### src/rtl/conv_window_ctrl.sv
// Window sequencer for a 5x5 convolution PE: raster window requests, a 2-stage result tag
// pipeline and a credit-gated result FIFO. Optional stall counter under CONV_CTRL_PERF_EN.
module conv_window_ctrl #(
  parameter int OUT_W      = 24,
  parameter int OUT_H      = 24,
  parameter int FIFO_DEPTH = 4
) (
  input  logic        clk,
  input  logic        rst,
  input  logic        start,
  input  logic        relu_cfg,
  input  logic        quan_cfg,
  output logic        busy,
  output logic        done,
  output logic        win_req,
  output logic [4:0]  win_row,
  output logic [4:0]  win_col,
  input  logic        win_ack,
  output logic        pe_relu_en,
  output logic        pe_quan_en,
  input  logic [31:0] pe_out,
  output logic        res_valid,
  output logic [31:0] res_data,
  output logic [4:0]  res_row,
  output logic [4:0]  res_col,
  input  logic        res_ready
`ifdef CONV_CTRL_PERF_EN
  ,
  output logic [31:0] stall_cnt
`endif
);

  localparam int PW = $clog2(FIFO_DEPTH);
  localparam int CW = $clog2(FIFO_DEPTH + 1);

  typedef enum logic [1:0] {IDLE, RUN, DRAIN, DONE} state_t;

  state_t          state_q, state_d;
  logic [4:0]      row_q, row_d, col_q, col_d;
  logic            relu_q, quan_q;
  logic            v1_q, v2_q;
  logic [4:0]      r1_q, c1_q, r2_q, c2_q;
  logic [PW-1:0]   wr_ptr_q, rd_ptr_q;
  logic [CW-1:0]   cnt_q, cnt_d;
  logic [41:0]     mem [FIFO_DEPTH];
  logic [41:0]     head;
  logic [5:0]      used;
  logic            hs, accept, push, pop;

  function automatic logic [PW-1:0] ptr_inc(input logic [PW-1:0] p);
    return (p == PW'(FIFO_DEPTH - 1)) ? '0 : p + 1'b1;
  endfunction

  // Credits cover both in-flight PE results and queued ones, so the FIFO cannot overflow.
  assign used      = 6'(v1_q) + 6'(v2_q) + 6'(cnt_q);
  assign win_req   = (state_q == RUN) && (used < 6'(FIFO_DEPTH));
  assign hs        = win_req && win_ack;
  assign accept    = start && (state_q == IDLE);
  assign push      = v2_q;
  assign res_valid = (cnt_q != '0);
  assign pop       = res_valid && res_ready;
  assign busy      = (state_q != IDLE);
  assign win_row   = row_q;
  assign win_col   = col_q;
  assign pe_relu_en = relu_q;
  assign pe_quan_en = quan_q;

  assign head     = mem[rd_ptr_q];
  assign res_data = res_valid ? head[41:10] : '0;
  assign res_row  = res_valid ? head[9:5]   : '0;
  assign res_col  = res_valid ? head[4:0]   : '0;

  always_comb begin
    cnt_d = cnt_q;
    if (push && !pop)      cnt_d = cnt_q + 1'b1;
    else if (!push && pop) cnt_d = cnt_q - 1'b1;
  end

  always_comb begin
    state_d = state_q;
    row_d   = row_q;
    col_d   = col_q;
    done    = 1'b0;
    case (state_q)
      IDLE: if (start) begin
        state_d = RUN;
        row_d   = '0;
        col_d   = '0;
      end
      RUN: if (hs) begin
        if (col_q == 5'(OUT_W - 1)) begin
          col_d = '0;
          if (row_q == 5'(OUT_H - 1)) begin
            row_d   = '0;
            state_d = DRAIN;
          end else begin
            row_d = row_q + 1'b1;
          end
        end else begin
          col_d = col_q + 1'b1;
        end
      end
      // Leave as soon as the last result is popped so done follows it directly.
      DRAIN: if (!v1_q && !v2_q && (cnt_d == '0)) state_d = DONE;
      DONE: begin
        done    = 1'b1;
        state_d = IDLE;
      end
      default: state_d = IDLE;
    endcase
  end

  always_ff @(posedge clk or posedge rst) begin
    if (rst) begin
      state_q  <= IDLE;
      row_q    <= '0;
      col_q    <= '0;
      relu_q   <= 1'b0;
      quan_q   <= 1'b0;
      v1_q     <= 1'b0;
      v2_q     <= 1'b0;
      r1_q     <= '0;
      c1_q     <= '0;
      r2_q     <= '0;
      c2_q     <= '0;
      wr_ptr_q <= '0;
      rd_ptr_q <= '0;
      cnt_q    <= '0;
    end else begin
      state_q <= state_d;
      row_q   <= row_d;
      col_q   <= col_d;
      if (accept) begin
        relu_q <= relu_cfg;
        quan_q <= quan_cfg;
      end
      v1_q <= hs;
      r1_q <= row_q;
      c1_q <= col_q;
      v2_q <= v1_q;
      r2_q <= r1_q;
      c2_q <= c1_q;
      if (push) wr_ptr_q <= ptr_inc(wr_ptr_q);
      if (pop)  rd_ptr_q <= ptr_inc(rd_ptr_q);
      cnt_q <= cnt_d;
    end
  end

  always_ff @(posedge clk) begin
    if (push) mem[wr_ptr_q] <= {pe_out, r2_q, c2_q};
  end

`ifdef CONV_CTRL_PERF_EN
  logic [31:0] stall_q;
  assign stall_cnt = stall_q;

  always_ff @(posedge clk or posedge rst) begin
    if (rst) begin
      stall_q <= '0;
    end else if (accept) begin
      stall_q <= '0;
    end else if ((state_q == RUN) && !win_req && (stall_q != '1)) begin
      stall_q <= stall_q + 1'b1;
    end
  end
`endif

endmodule

### config.mk
export PLATFORM = sky130hd
export DESIGN_NAME = conv_window_ctrl
export DESIGN_NICKNAME = d
export VERILOG_FILES = /design/src/rtl/conv_window_ctrl.sv
export SDC_FILE = /design/constraint.sdc
export NUM_CORES = 1
export LEC_CHECK = 0
export CORE_MARGIN = 1
export CORE_UTILIZATION = 40
export DETAILED_ROUTE_END_ITERATION = 6
export SYNTH_ARGS = -nofsm -noshare
export SYNTH_HDL_FRONTEND = slang
export SYNTH_SLANG_ARGS = --single-unit
### constraint.sdc
create_clock -name clk -period 2.8 [get_ports clk]
set_input_delay 0.56 -clock clk [delete_from_list [all_inputs] [get_ports clk]]
set_output_delay 0.56 -clock clk [all_outputs]
set_load 0.005 [all_outputs]
==> reports/metrics.yaml <==
p_int_mw: 7.65
p_leak_nw: 3.78
fmax_mhz: 356
slew_headroom: 0.433
rrSetupSlack_ns: 0.35
grt_overflow: 0
grt_pass1_vias: 4542
power.switching_mw: 2.78
cts.sinks: 211
vdd_drop_max_uv: 550
final_common_cell: "edfxtp_1"
pwr-share-clk: 0.282
hold_path_end: "c2_q[0]$_DFF_PP0_"
hold_path.class: "reg2reg"
status: "finished, violations left"
finClkSkew_ns: 0.00972
portBuffers: 96
most-common-layout-cells: "168 x edfxtp_1, 60 x clkdlybuf4s50_1, 42 x mux4_2, 40 x and2_1, 39 x dfrtp_1"
cts_htree_levels: 1
crit_fanout: 6
worst_r2r_path_depth: 7
grt_start_max_net_pins: 43
route.vias.total: 4273
slew_viol_final: 0
worstPathRequired_ns: 2.24
grt_pass1_wl_um: 25000
reg2reg_to: "state_q[1]$_DFFE_PP0P_"
nNetsFinal: 622
final_area_mm2: 0.0106
insertion_delay_ns: 0.50
synth_cells: 436
fin_util: 0.523
rows: 52
die-area_mm2: 0.0212
hold_violations: 0
core-area_mm2: 0.0202
clockBufferDepth: 3
synth_edf_count: 168
holdPathStages: 0
worst_hold_startpoint: "c1_q[0]$_DFF_PP0_"
drtPass1Iterations: 4
dp_hpwl_um: 9520
cts_tree: "done"
critical_path.endpoint_type: "output pin"
grt_usage: 0.151
cp-start-kind: "flip-flop"
drc: 0
setup_violations: 1
wire_per_inst_um: 18.1
drv_cap: 0
seqCellArea_mm2: 0.00613
synthFlopType: "edfxtp_1"
areaGrowthSynthToFinish_pct: 28.1
synth_cell_types: 40
synth_nets: 490
ys_warn_count: 0
fin_ws_ns: -0.00634
path_class: "reg2out"
rsz0062_at_grt: "yes"
path_clk_slew_ns: 0.06
ys_ff_latch: 211
tightest_slew_ns: 0.845
viasPerCell: 4.99
dpl_cell_area_mm2: 0.00970
crit_arrival_ns: 2.25
gp_congestion: 0.724
die_h_um: 146
drt_iter0_drc: 231
initial_utilization: 0.408
multi_input_area_mm2: 0.00204
synthArstFlopShare: 0.204
cts-root-buf: "clkbuf_16"
cts_inserted_buffers: 23
netlist_area_mm2: 0.00826
syn_avg_cell_area_um2: 18.9
failed_checks: "setup timing"
antenna_found_initial: 0
pin_count: 97
r2r_start: "cnt_q[0]$_DFF_PP0_"
swShare: 0.266
yosysSeqAreaShare: 0.741
p_comb_frac: 0.320
fp.dieW_um: 146
fill_cells: 1635
cts_hold_buf: 0
fin_crit_ns: 2.81
final_antenna_net_count: 0
post-route-period-util: 1.00
power.density_cell_area_mw_per_mm2: 985
seq_power_share: 0.398
drive_gt1_frac: 0.222
drt_wl_total_um: 15500
==> what timing repair did <==
action / CTS / global route
setup buffers: 5 / 7
resized for setup: 38 / 8
setup endpoints to repair: 43 / 10
gates cloned: 1 / 0
==> power by group through the flow <==
stage / sequential, mW / clock [mW] / combinational [mW]
6_report: 4.15 / 2.94 / 3.33
3_5_place_dp: 4.31 / 0 / 3.31
5_1_grt: 4.20 / 3.15 / 3.63
2_1_floorplan: 4.14 / 0 / 1.79
3_3_place_gp: 4.28 / 0 / 3.29
4_1_cts: 4.21 / 3.03 / 3.25
==> synthesized netlist by cell type, types with 5 or more instances <==
| master | number | area share |
|---|---|---|
| and2_1 | 47 | 0.036 |
| buf_2 | 5 | 0.0030 |
| ha_1 | 15 | 0.023 |
| nand2_1 | 15 | 0.0068 |
| dfrtp_1 | 43 | 0.13 |
| edfxtp_1 | 168 | 0.61 |
| inv_1 | 12 | 0.0055 |
| nor2_1 | 8 | 0.0036 |
| a21oi_1 | 8 | 0.0048 |
| mux4_2 | 42 | 0.11 |
| o21ai_0 | 6 | 0.0036 |
| clkbuf_1 | 13 | 0.0059 |
| nand3_1 | 9 | 0.0055 |
==> metrics by stage <==
stage	cells	setup slack [ns]	hold slack, ns	TNS (ns)	total power [mW]
2_1_floorplan	436	0.562	0.331	0	5.93
3_3_place_gp	800	0.288	0.335	0	7.56
3_5_place_dp	800	0.246	0.335	0	7.62
4_1_cts	848	-0.110	0.353	-0.729	10.5
5_1_grt	855	-0.0623	0.360	-0.724	11.0
6_report	856	-0.00634	0.348	-0.00634	10.4
==> critical path: stages, from the launching register on <==
cell,delay (ns)
dfrtp_4,0.47
buf_4,0.16
mux4_2,0.51
and2_1,0.17
clkdlybuf4s50_1,0.44
==> sequential cells by signal, summed over array words and instances (netlist names) <==
signal and cells:
pe_quan_en 1, r2_q 5, pe_relu_en 1, c2_q 5
push 1, win_col 5, cnt_q 3, mem 168
c1_q 5, rd_ptr_q 2, v1_q 1, r1_q 5
win_row 5, state_q 2, wr_ptr_q 2
==> cells by family after synthesis <==
logic type,share of synthesized area
AND/OR/NAND/NOR,0.0668
buffers and inverters,0.0158
AO/OA/AOI/OAI,0.0303
XOR/XNOR,0.00212
adder cells (fa/ha/maj),0.0227
flip-flops,0.741
multiplexers,0.121
==> cell type report <==
cell class | count | area share
diodes | 1 | 0.000236
well taps | 270 | 0.0319
flip-flops and latches | 211 | 0.579
clock inverters | 18 | 0.0163
multi-input cells | 194 | 0.193
inverters | 12 | 0.00426
repair buffers | 126 | 0.120
clock buffers | 24 | 0.0547
==> worst max path at each step <==
stage | endpoint | slack [ns] | from
after floorplan | res_data[10] | 0.56 | rd_ptr_q[0]$_DFFE_PP0P_
after global placement | res_row[0] | 0.29 | rd_ptr_q[0]$_DFFE_PP0P_
after detailed placement | state_q[1]$_DFFE_PP0P_ | 0.25 | res_ready
after CTS | res_row[0] | -0.11 | rd_ptr_q[0]$_DFFE_PP0P_
after global routing | res_col[2] | -0.06 | rd_ptr_q[0]$_DFFE_PP0P_
final | res_col[2] | -0.006 | rd_ptr_q[0]$_DFFE_PP0P_
==> routing by layer <==
metal / vias up / routed length (um) / track usage
met5: - / 0 / 0
met4: 0 / 244 / 0.0363
met3: 21 / 633 / 0.0263
met2: 112 / 7550 / 0.252
met1: 2175 / 7100 / 0.206
li1: 1965 / - / -
No activity file was read; power rests on OpenSTA's default activity.
